File: src/rtl/row_clear_engine_pkg.sv
// ---------------------------------------------------------------------------
// row_clear_engine_pkg
// Shared definitions for the row clear engine: board geometry, row pointer
// width, FSM state encoding and the score increment table.
// Optional feature macro: ROW_CLEAR_SCORE_EN (adds a saturating score output).
// ---------------------------------------------------------------------------
package row_clear_engine_pkg;

  localparam int BLOCKS_WIDE  = 10;
  localparam int BLOCKS_HIGH  = 20;
  localparam int BOARD_BITS   = BLOCKS_WIDE * BLOCKS_HIGH;
  localparam int BITS_ROW_IDX = 5;
  localparam int CLEARED_BITS = 5;
  localparam int SCORE_BITS   = 16;

  typedef enum logic [1:0] {
    IDLE  = 2'd0,
    SCAN  = 2'd1,
    SHIFT = 2'd2,
    DONE  = 2'd3
  } state_t;

  // Points awarded for clearing k rows in one run; k of four or more
  // all earn the same top award.
  function automatic logic [SCORE_BITS-1:0] scoreIncrement(
    input logic [CLEARED_BITS-1:0] k
  );
    logic [SCORE_BITS-1:0] inc;
    case (k)
      5'd0:    inc = 16'd0;
      5'd1:    inc = 16'd1;
      5'd2:    inc = 16'd3;
      5'd3:    inc = 16'd5;
      default: inc = 16'd8;
    endcase
    return inc;
  endfunction

endpackage

File: src/rtl/row_clear_engine_row_shifter.sv
// ---------------------------------------------------------------------------
// row_shifter
// Purely combinational helper for the row clear engine. It reports whether
// the row selected by the pointer is completely filled, and produces the
// board as it would look with that row removed: every row above the pointer
// drops down by one, the top row becomes empty, rows below stay put.
// Ports:
//   board         - current board bitmap, bit index = x + y*BLOCKS_WIDE
//   pointer       - row under test (0 = top row)
//   row_full      - all BLOCKS_WIDE bits of the pointed row are set
//   shifted_board - board with the pointed row removed
// ---------------------------------------------------------------------------
module row_shifter
  import row_clear_engine_pkg::*;
(
  input  logic [BOARD_BITS-1:0]   board,
  input  logic [BITS_ROW_IDX-1:0] pointer,
  output logic                    row_full,
  output logic [BOARD_BITS-1:0]   shifted_board
);

  // Row select is a constant-slice loop so an out-of-range pointer simply
  // reads as "not full" instead of indexing past the board.
  always_comb begin
    row_full = 1'b0;
    for (int r = 0; r < BLOCKS_HIGH; r++) begin
      if (pointer == BITS_ROW_IDX'(r)) begin
        row_full = &board[r*BLOCKS_WIDE +: BLOCKS_WIDE];
      end
    end
  end

  // Row 0 is always at or above the pointer, so it is always emptied.
  always_comb begin
    shifted_board = board;
    shifted_board[0 +: BLOCKS_WIDE] = '0;
    for (int r = 1; r < BLOCKS_HIGH; r++) begin
      if (BITS_ROW_IDX'(r) <= pointer) begin
        shifted_board[r*BLOCKS_WIDE +: BLOCKS_WIDE] =
          board[(r-1)*BLOCKS_WIDE +: BLOCKS_WIDE];
      end
    end
  end

endmodule

File: src/rtl/row_clear_engine.sv
// ---------------------------------------------------------------------------
// row_clear_engine
// Removes completed rows from a settled-block bitmap. On an accepted start
// the board is latched, then scanned from the bottom row upward. A full row
// is removed (everything above drops one row) and the same row index is
// tested again, since a new row has just fallen into it.
// Ports:
//   clk          - clock, rising edge
//   rst          - asynchronous active-high reset
//   start        - begin processing board_in (only honoured in IDLE)
//   board_in     - settled-block bitmap, bit index = x + y*BLOCKS_WIDE
//   board_out    - compacted bitmap, held until the next accepted start
//   busy         - high in every state except IDLE
//   done         - one-cycle completion pulse
//   rows_cleared - number of rows removed in the last run
//   score        - (only with ROW_CLEAR_SCORE_EN) saturating running score
// Optional feature macro: ROW_CLEAR_SCORE_EN
// ---------------------------------------------------------------------------
module row_clear_engine
  import row_clear_engine_pkg::*;
(
  input  logic                    clk,
  input  logic                    rst,
  input  logic                    start,
  input  logic [BOARD_BITS-1:0]   board_in,
  output logic [BOARD_BITS-1:0]   board_out,
  output logic                    busy,
  output logic                    done,
  output logic [CLEARED_BITS-1:0] rows_cleared
`ifdef ROW_CLEAR_SCORE_EN
  ,
  output logic [SCORE_BITS-1:0]   score
`endif
);

  localparam logic [BITS_ROW_IDX-1:0] LAST_ROW = BITS_ROW_IDX'(BLOCKS_HIGH - 1);

  state_t                  state_q, state_d;
  logic [BITS_ROW_IDX-1:0] ptr_q, ptr_d;
  logic [BOARD_BITS-1:0]   board_q, board_d;
  logic [CLEARED_BITS-1:0] cleared_q, cleared_d;

  logic                    rowFull;
  logic [BOARD_BITS-1:0]   shiftedBoard;

  row_shifter u_row_shifter (
    .board         (board_q),
    .pointer       (ptr_q),
    .row_full      (rowFull),
    .shifted_board (shiftedBoard)
  );

  always_ff @(posedge clk or posedge rst) begin
    if (rst) begin
      state_q   <= IDLE;
      ptr_q     <= '0;
      board_q   <= '0;
      cleared_q <= '0;
    end else begin
      state_q   <= state_d;
      ptr_q     <= ptr_d;
      board_q   <= board_d;
      cleared_q <= cleared_d;
    end
  end

  always_comb begin
    state_d   = state_q;
    ptr_d     = ptr_q;
    board_d   = board_q;
    cleared_d = cleared_q;
    case (state_q)
      IDLE: begin
        if (start) begin
          board_d   = board_in;
          cleared_d = '0;
          ptr_d     = LAST_ROW;
          state_d   = SCAN;
        end
      end
      SCAN: begin
        if (rowFull) begin
          state_d = SHIFT;
        end else if (ptr_q == '0) begin
          state_d = DONE;
        end else begin
          ptr_d = ptr_q - 1'b1;
        end
      end
      SHIFT: begin
        board_d = shiftedBoard;
        // The counter cannot reach all-ones with the current geometry; the
        // guard keeps it from wrapping if the board is ever made taller.
        if (cleared_q != '1) begin
          cleared_d = cleared_q + 1'b1;
        end
        state_d = SCAN;
      end
      DONE: begin
        state_d = IDLE;
      end
      default: begin
        state_d = IDLE;
      end
    endcase
  end

  assign board_out    = board_q;
  assign rows_cleared = cleared_q;
  assign busy         = (state_q != IDLE);
  assign done         = (state_q == DONE);

`ifdef ROW_CLEAR_SCORE_EN
  logic [SCORE_BITS-1:0] score_q, score_d;
  logic [SCORE_BITS:0]   scoreSum;

  always_ff @(posedge clk or posedge rst) begin
    if (rst) begin
      score_q <= '0;
    end else begin
      score_q <= score_d;
    end
  end

  // The extra carry bit of the sum tells us when to pin at the maximum.
  always_comb begin
    scoreSum = {1'b0, score_q} + {1'b0, scoreIncrement(cleared_q)};
    score_d  = score_q;
    if (state_q == DONE) begin
      score_d = scoreSum[SCORE_BITS] ? '1 : scoreSum[SCORE_BITS-1:0];
    end
  end

  assign score = score_q;
`endif

endmodule
File: config.mk
export PLATFORM = sky130hd
export DESIGN_NAME = row_clear_engine
export DESIGN_NICKNAME = d
export VERILOG_FILES = /design/src/rtl/row_clear_engine_pkg.sv /design/src/rtl/row_clear_engine_row_shifter.sv /design/src/rtl/row_clear_engine.sv
export SDC_FILE = /design/constraint.sdc
export NUM_CORES = 1
export LEC_CHECK = 0
export CORE_MARGIN = 2
export CORE_UTILIZATION = 45
export DETAILED_ROUTE_END_ITERATION = 7
export GPL_TIMING_DRIVEN = 0
export PLACE_DENSITY = 0.84
export SLEW_MARGIN = 20
export SYNTH_ARGS = -nofsm -noshare
export SYNTH_HDL_FRONTEND = slang
export SYNTH_SLANG_ARGS = --single-unit
File: constraint.sdc
create_clock -name clk -period 8.85 [get_ports clk]
set_input_delay 0.885 -clock clk [delete_from_list [all_inputs] [get_ports clk]]
set_output_delay 0.885 -clock clk [all_outputs]
set_load 0.01 [all_outputs]
# After elaboration in Yosys (flattened, before gate mapping)

Cells that the tools add are included.

Word-level logic and storage cells: 191
Input port bits: 203
Flip-flop bits (word level): 212

Reduce and logical (&&, ||, !) cells: 48
Magnitude comparators: 19
Equality and inequality tests: 47
Add/subtract/negate cells: 2
Mux-type cells: 52

Operators by type and width:

| cell                                                           | number |
|---|---|
| case mux 200 bit (2 select lines)                              | 1 |
| two-way mux 200 bit                                            | 1 |
| AND reduction 10 bit                                           | 20 |
| two-way mux 10 bit                                             | 19 |
| AND reduction 3 bit                                            | 20 |
| equality test 5 x 4 -> 1 bit (second input constant)           | 8 |
| less-or-equal comparator 4 x 5 -> 1 bit (first input constant) | 8 |
| inequality test 2 x 1 -> 1 bit (second input constant)         | 19 |
| two-way mux 5 bit                                              | 5 |
| equality test 5 x 3 -> 1 bit (second input constant)           | 4 |
| equality test 5 bit (second input constant)                    | 4 |
| less-or-equal comparator 3 x 5 -> 1 bit (first input constant) | 4 |
| less-or-equal comparator 5 bit (first input constant)          | 4 |
| two-way mux 1 bit                                              | 20 |
| case mux 5 bit (2 select lines)                                | 2 |
| equality test 5 x 2 -> 1 bit (second input constant)           | 2 |
| less-or-equal comparator 2 x 5 -> 1 bit (first input constant) | 2 |
| inequality test 2 bit (second input constant)                  | 4 |
| case mux 2 bit (4 select lines)                                | 1 |
| two-way mux 2 bit                                              | 3 |
| nonzero test 2 bit                                             | 3 |
| adder 5 x 1 -> 5 bit (second input constant)                   | 1 |
| equality test 5 x 1 -> 1 bit (second input constant)           | 1 |
| less-or-equal comparator 1 x 5 -> 1 bit (first input constant) | 1 |
| 9 further kinds                                                | 11 |

# Logic depth before layout (Yosys ltp)

Gate-level depths: netlist of the first run.

Depth in word-level cells: 23
Mapped depth: 11

# Cells and area by module

A second synthesis of the first run with hierarchy kept.

Cell total of the unflattened synthesis: 1314
Area, all modules: 12992.5 µm²

Modules (own cells, without submodules):

| module           | cells each | sequential area each (µm²) | times used | area each (µm²) |
|---|---|---|---|---|
| row_clear_engine | 938        | 5305.1                     | 1          | 9768.1 |
| row_shifter      | 376        | 0.0                        | 1          | 3224.3 |

# Least setup slack after synthesis of the first run

No wires, ideal clock.

Path type: register -> register
Start point: register ptr_q[0]
End point: register ptr_q[2]
Setup time: 0.079 ns
Path buffers: 2
Arrival: 2.259 ns
Cell stages (with the launch flop): 12
Setup slack: 6.512 ns
Period minus slack after synthesis: 2.338 ns
Required time: 8.771 ns
Cells stage by stage: dfrtp_1 > buf_6 > inv_1 > ha_1 > buf_6 > nand4_2 > or3_1 > a211oi_2 > o311a_2 > o32ai_2 > o21ai_1 > mux2i_1

Word-level cells in the longest chain between the ends: 23
Elaborated cells on any way between the ends: 47
Those cells by class: 1 x add/sub; 21 x eq/ne; 23 x mux; 2 x reduce/logical

RTL lines:

| element                                | line                                                       | source |
|---|---|---|
| start: declaration                     | row_clear_engine.sv:39                                     | `logic [BITS_ROW_IDX-1:0] ptr_q, ptr_d;` |
| start signal: assignment               | row_clear_engine.sv:61                                     | `ptr_q <= ptr_d;` |
| zero test 5 bit                        | row_clear_engine_row_shifter.sv:27, row_clear_engine.sv:84 |  |
| two-way mux 1 bit (20 in series)       | row_clear_engine_row_shifter.sv:27                         | `if (pointer == BITS_ROW_IDX'(r)) begin` |
| inequality test 2 bit (no source line) | -                                                          |  |
| AND reduction 4 bit (no source line)   | -                                                          |  |

Several ways; a longest one is shown, not always the timed one. The select of a mux whose other input is x is not followed.
A chain may end at the register's enable or synchronous reset.

# Worst setup path in the final report of the first run

Start point: register ptr_q[0]
End point: register ptr_q[0]

Same word-level chain as after synthesis.

==> flow_summary.json, run 1 <==
{
  "drive_above_1_share": 0.0492,
  "cts_buffers": 23,
  "ioPinCount": 410,
  "finClkSkew_ns": 0.0148,
  "finalCriticalPeriod_ns": 3.01,
  "slowest_delay_ns": 0.45,
  "synth_cells": 1215,
  "fp.dieArea_sq_um": 24900,
  "fp.dieH_um": 158,
  "ir_drop_v": 0.000263,
  "clkSinkCount": 212,
  "finalHoldViolCount": 0,
  "vias_per_cell": 5.70,
  "routed_wl_um": 41800,
  "synthesis.nets": 1425,
  "grtUsageMet3": 0.0805,
  "seq_area_frac_synth": 0.498,
  "p_leak_nw": 6.73,
  "crit_family": "compound AO/OA/AOI/OAI gates",
  "maxSlewHeadroom": 0.235,
  "synth_area_sq_um": 10700,
  "portBuffers": 409,
  "num_vias": 11300,
  "grt_use_total": 0.327,
  "path_clk_slew_ns": 0.06,
  "postLayoutCoreUtil": 0.684,
  "p_comb_frac": 0.480,
  "p_sw_frac": 0.415,
  "worstPathArrival_ns": 3.43,
  "slew_violations": 0,
  "crit_type": "reg2reg",
  "p_clk_frac": 0.169,
  "status": "completed",
  "min_path_type": "reg2reg",
  "cts_root_buffer": "clkbuf_16",
  "p_int_mw": 3.39,
  "slowest_stage": "a211oi_2",
  "antenna_found_initial": 2,
  "rsz0062_at_grt": "false",
  "grt_max_degree": 106,
  "drtIter0Drc": 774,
  "mostFrequentLayoutCell": "clkdlybuf4s50_1",
  "cts_tree": "done",
  "worstSkewPairLatency_ns": 0.52,
  "cts_hold_buf": 0,
  "post_cts_buffers": 0,
  "cts.htree.levels": 1,
  "start_util": 0.457,
  "gr-usage-met1": 0.418,
  "cts_buffer_depth": 3,
  "synth_cell_types": 59,
  "grt_use_met2": 0.537,
  "avgSynthCellArea_sq_um": 8.77,
  "post-route-period-util": 0.340,
  "required_ns": 9.27,
  "cp_max_fo": 10,
  "final_antenna_net_count": 0,
  "worst_pin_slew_ns": 1.15,
  "start_kind": "register",
  "die_w_um": 158,
  "grt_first_pass_wirelength_um": 62600,
  "final_cell_mix": "clkdlybuf4s50_1 (409), nand2_1 (322), dfrtp_1 (212)",
  "setup_viol": 0,
  "grt_pass1_vias": 11100,
  "netSwitchingPower_mw": 2.41,
  "synth_edf_count": 0,
  "end_kind": "register",
  "hpwlAfterDp_um": 32300,
  "synth-seq-cells": 212,
  "cts.repair.resized": 0,
  "power-per-cell-area_nw_per_um2": 363,
  "drc": 0,
  "fp.coreArea_sq_um": 23300,
  "critPathBufInv": 4,
  "fmax_ghz": 0.332,
  "area_growth_syn_to_layout_pct": 49.9,
  "seqPwrFrac": 0.351,
  "grt-ovfl-total": 0,
  "p_total_mw": 5.80,
  "firstDrtPassIters": 5,
  "fin_ws_ns": 5.84,
  "row_count": 56,
  "fin_nets": 1861,
  "avgRoutedWirePerCell_um": 21.0,
  "synth_ff_type": "dfrtp_1",
  "top_usage_layer": "met2",
  "synthArstFlopShare": 1.00,
  "gp_congestion": 0.980,
  "path_cells": "buf_6, inv_1, ha_1, buf_2, buf_4, o311ai_0, o21ai_1, a211oi_2, nor2_2, a311oi_1",
  "dp_worst_setup_slack_ns": 5.71,
  "yosys_warnings": 0,
  "max_cap_violations": 0
}
[layout make-up]
type	count	area, sq um
antenna	1	2.50
buffer	88	389
clock buffer	35	671
clock inverter	7	88.8
fill	1847	7360
inverter	5	26.3
multi-input combinational	910	4940
sequential	212	5310
tap	319	399
timing repair buffer	411	4150
[worst reg2reg max path, cell delays in order (launching register included)]
cell      delay (ns)
dfrtp_1         0.44
buf_6           0.18
inv_1           0.12
ha_1            0.21
buf_2           0.22
buf_4           0.24
o311ai_0        0.44
o21ai_1         0.22
a211oi_2        0.45
nor2_2          0.11
a311oi_1        0.29
[synthesized netlist by cell type, drive strengths merged, types with 2 or more instances]
| cell | count | area [sq um] |
|---|---|---|
| nand2 | 323 | 1210 |
| dfrtp | 212 | 5310 |
| nor2 | 134 | 508 |
| a31oi | 111 | 694 |
| o21ai | 95 | 475 |
| mux2i | 82 | 821 |
| clkbuf | 67 | 251 |
| nand4 | 40 | 256 |
| buf | 21 | 138 |
| nand3 | 14 | 70.1 |
| a21oi | 13 | 65.1 |
| a22o | 12 | 105 |
| nor3 | 10 | 50.1 |
| nor4 | 8 | 56.3 |
| ha | 7 | 87.6 |
| o31ai | 7 | 52.6 |
| inv | 5 | 18.8 |
| a211oi | 4 | 45.1 |
| and2 | 4 | 25.0 |
| nand2b | 4 | 32.5 |
| o211ai | 4 | 30.0 |
| o311ai | 4 | 42.6 |
| nand4b | 3 | 26.3 |
| nor2b | 3 | 26.3 |
| or3 | 3 | 20.0 |
| a211o | 2 | 20.0 |
| a311oi | 2 | 17.5 |
| o21a | 2 | 15.0 |
| o41ai | 2 | 25.0 |
| xor2 | 2 | 17.5 |
[registers in the layout, indices dropped and copies added (netlist names)]
register and cells:
state_q 2, board_out 200, rows_cleared 5, ptr_q 5
[power groups by stage]
stage	registers, mW	logic, mW	clock network [mW]
after global routing	2.10	3.00	1.02
after detailed placement	2.03	2.76	0
after global placement	2.02	2.70	0
after floorplan	2.05	1.16	0
after CTS	2.02	2.78	0.983
final	2.04	2.78	0.981
[per-layer routing]
metal	share of wire	wire, um
met2	0.48	19900
met5	0.00031	13
met1	0.39	16400
met3	0.094	3920
met4	0.037	1550
[final timing paths]
| kind | from | end | slack [ns] | depth (start not counted) |
|---|---|---|---|---|
| setup / recovery | ptr_q[0] | ptr_q[0] | 5.84 | 10 |
| hold / removal | board_out[42] | board_out[42] | 0.54 | 2 |
| setup reg to reg | ptr_q[0] | ptr_q[0] | 5.84 | 10 |
| hold reg to reg | board_out[42] | board_out[42] | 0.54 | 2 |
| max in group asynchronous | rst | board_out[118] | 6.98 | 4 |
| min in group asynchronous | rst | board_out[66] | 0.66 | 2 |
[through the flow]
step,std cells,instance area (sq um),setup TNS (ns),hold slack [ns]
after floorplan,1215,10700,0,0.546
after global placement,1943,15100,-106.83,0.516
after detailed placement,1945,15200,0,0.523
after CTS,1987,16000,0,0.538
after global routing,1988,16000,0,0.567
final,1988,16000,0,0.539
[logic make-up (layout without fill, tap and decap cells)]
kind of cell | count (synthesis) | in the layout | synth area share
flip-flops | 212 | 212 | 0.498
adder cells (fa/ha/maj) | 7 | 7 | 0.00822
AND/OR/NAND/NOR | 552 | 552 | 0.219
XOR/XNOR | 2 | 2 | 0.00164
other | 0 | 1 | 0
AO/OA/AOI/OAI | 266 | 266 | 0.157
multiplexers | 83 | 83 | 0.0781
buffers and inverters | 93 | 546 | 0.0383
(Power assumes the default switching activity.)
==> run 2, diff against run 1 <==
Clock period 8.85 ns to 2.93 ns, I/O delays scaled along.
==> run 2 against run 1 <==
- combinational power increased to 3.0 times the previous value
- critical path type unchanged
- first-iteration DRC count decreased by 9.2%
- critical path depth unchanged
- largest power group unchanged
- highest routed layer is now met4
- maximum frequency increased by 3.9%
- non-clock buffer count increased by 4
- hold slack got worse by 0.32 ns
==> flow_summary.json, run 2 (synthesis gave the netlist of run 1 again) <==
{
  "grt_max_degree": 36,
  "regArea_sq_um": 5310,
  "cts.htree.levels": 1,
  "p_clk_frac": 0.173,
  "worstSkewPairLatency_ns": 0.52,
  "crit_type": "reg2reg",
  "tns_ns": 0,
  "slowest_stage": "dfrtp_1",
  "p_int_mw": 10.3,
  "critPathBufInv": 4,
  "path_clk_slew_ns": 0.06,
  "fp.dieH_um": 158,
  "routed_wl_um": 42200,
  "cts_root_buffer": "clkbuf_16",
  "row_count": 56,
  "cts_tree": "done",
  "num_vias": 11300,
  "holdWs_ns": 0.215,
  "slew_violations": 0,
  "post_cts_buffers": 0,
  "mostFrequentLayoutCell": "clkdlybuf4s50_1",
  "start_util": 0.457,
  "fp.coreArea_sq_um": 23300,
  "rsz0062_at_grt": "false",
  "portBuffers": 409,
  "vias_per_cell": 5.68,
  "finalCriticalPeriod_ns": 2.89,
  "cts_buffer_depth": 3,
  "path_cells": "buf_6, inv_1, ha_1, buf_2, buf_4, o311ai_1, o21ai_1, a211oi_2, nor2_2, a311oi_1",
  "cts_buffers": 24,
  "maxSlewHeadroom": 0.367,
  "start_kind": "register",
  "ir_drop_v": 0.000646,
  "cp_max_fo": 10,
  "ioPinCount": 410,
  "antenna_found_initial": 0,
  "worstPathArrival_ns": 3.31,
  "min_path_type": "in2async",
  "grt-ovfl-total": 0,
  "required_ns": 3.35,
  "seqPwrFrac": 0.351,
  "p_leak_nw": 6.78,
  "area_growth_syn_to_layout_pct": 50.9,
  "grt_first_pass_wirelength_um": 63300,
  "multiInputGateArea_sq_um": 4940,
  "end_kind": "register",
  "netSwitchingPower_mw": 7.35,
  "fin_nets": 1866,
  "grt_use_total": 0.331,
  "hpwlAfterDp_um": 32900,
  "status": "completed",
  "drc": 0,
  "fmax_ghz": 0.346,
  "final_cell_mix": "clkdlybuf4s50_1 (409), nand2_1 (322), dfrtp_1 (212)",
  "largest_reg_flops": 200,
  "crit_family": "compound AO/OA/AOI/OAI gates",
  "finalHoldViolCount": 0,
  "drive_above_1_share": 0.0539,
  "n_antenna_cell": 0,
  "finClkSkew_ns": 0.00976,
  "p_comb_frac": 0.477,
  "worst_pin_slew_ns": 0.950,
  "slowest_delay_ns": 0.43,
  "die_w_um": 158,
  "max_cap_violations": 0,
  "drtIter0Drc": 703,
  "grt_pass1_vias": 11300,
  "firstDrtPassIters": 5,
  "p_sw_frac": 0.415,
  "avgRoutedWirePerCell_um": 21.2,
  "fp.dieArea_sq_um": 24900,
  "setup_viol": 0,
  "post-route-period-util": 0.988,
  "clkSinkCount": 212,
  "gp_congestion": 0.982,
  "final_antenna_net_count": 0,
  "n_fill_cell": 1821,
  "power-per-cell-area_nw_per_um2": 1100
}
[run 2: changes by cell type in the layout (fill, tap and decap cells not counted), moves of 2 or more]
cell	delta
o311ai_0	-2
buf_12	+6
o311ai_1	+2
clkinvlp_4	+2
buf_16	-2
clkbuf_16	+2
clkbuf_1	-4
[run 2: worst register-to-register path, stage by stage, from the launching register on]
cell	delay, ns
dfrtp_1	0.43
buf_6	0.18
inv_1	0.12
ha_1	0.21
buf_2	0.21
buf_4	0.23
o311ai_1	0.39
o21ai_1	0.22
a211oi_2	0.41
nor2_2	0.12
a311oi_1	0.29
[run 2: area by class of cell]
type                    instances  area share
repair buffers                415       0.262
clock inverters                 7     0.00545
well taps                     319      0.0248
flip-flops and latches        212       0.330
plain buffers                  88      0.0243
clock buffers                  34      0.0441
multi-input cells             910       0.308
inverters                       5     0.00140
[run 2: what timing repair did]
| action | CTS | global route |
|---|---|---|
| setup endpoints to repair | 5 | 6 |
| cloned | 0 | 0 |
| pin swaps | 0 | 1 |
| hold buffers | 0 | 0 |
| resized for setup | 1 | 2 |
[run 2: final timing paths]
path	from	to	slack, ns	cells after the start
max	ptr_q[0]	ptr_q[0]	0.04	10
min	rst	board_out[53]	0.22	2
max reg2reg	ptr_q[0]	ptr_q[0]	0.04	10
min reg2reg	board_out[38]	board_out[38]	0.54	2
max in group asynchronous	rst	board_out[135]	1.62	5
min in group clk	board_in[152]	board_out[152]	0.33	3
[run 2: per-stage QoR]
step	cells	worst slack [ns]	power [mW]	cell area [sq um]	util
2_1_floorplan	1215	-0.119	9.71	10700	-
3_3_place_gp	1943	-1.73	14.3	15100	0.649
3_5_place_dp	1949	-0.0558	14.5	15300	0.654
4_1_cts	1990	0.0598	17.6	16100	0.689
5_1_grt	1990	0.0139	18.6	16100	0.689
6_report	1990	0.0358	17.7	16100	0.689
[run 2: per-layer routing]
layer  track usage  vias to the layer above  share of wire
li1              -                     5156              -
met1         0.419                     5415           0.39
met2         0.549                      603           0.47
met3        0.0693                      130          0.087
met4         0.141                        0          0.045
met5             0                        -              0
[run 2: power by group through the flow]
| stage | clock [mW] | combinational (mW) | sequential [mW] |
|---|---|---|---|
| after CTS | 3.08 | 8.41 | 6.13 |
| after global routing | 3.17 | 9.12 | 6.36 |
| after floorplan | 0 | 3.51 | 6.20 |
| final | 3.06 | 8.44 | 6.20 |
| after detailed placement | 0 | 8.35 | 6.16 |
| after global placement | 0 | 8.15 | 6.12 |
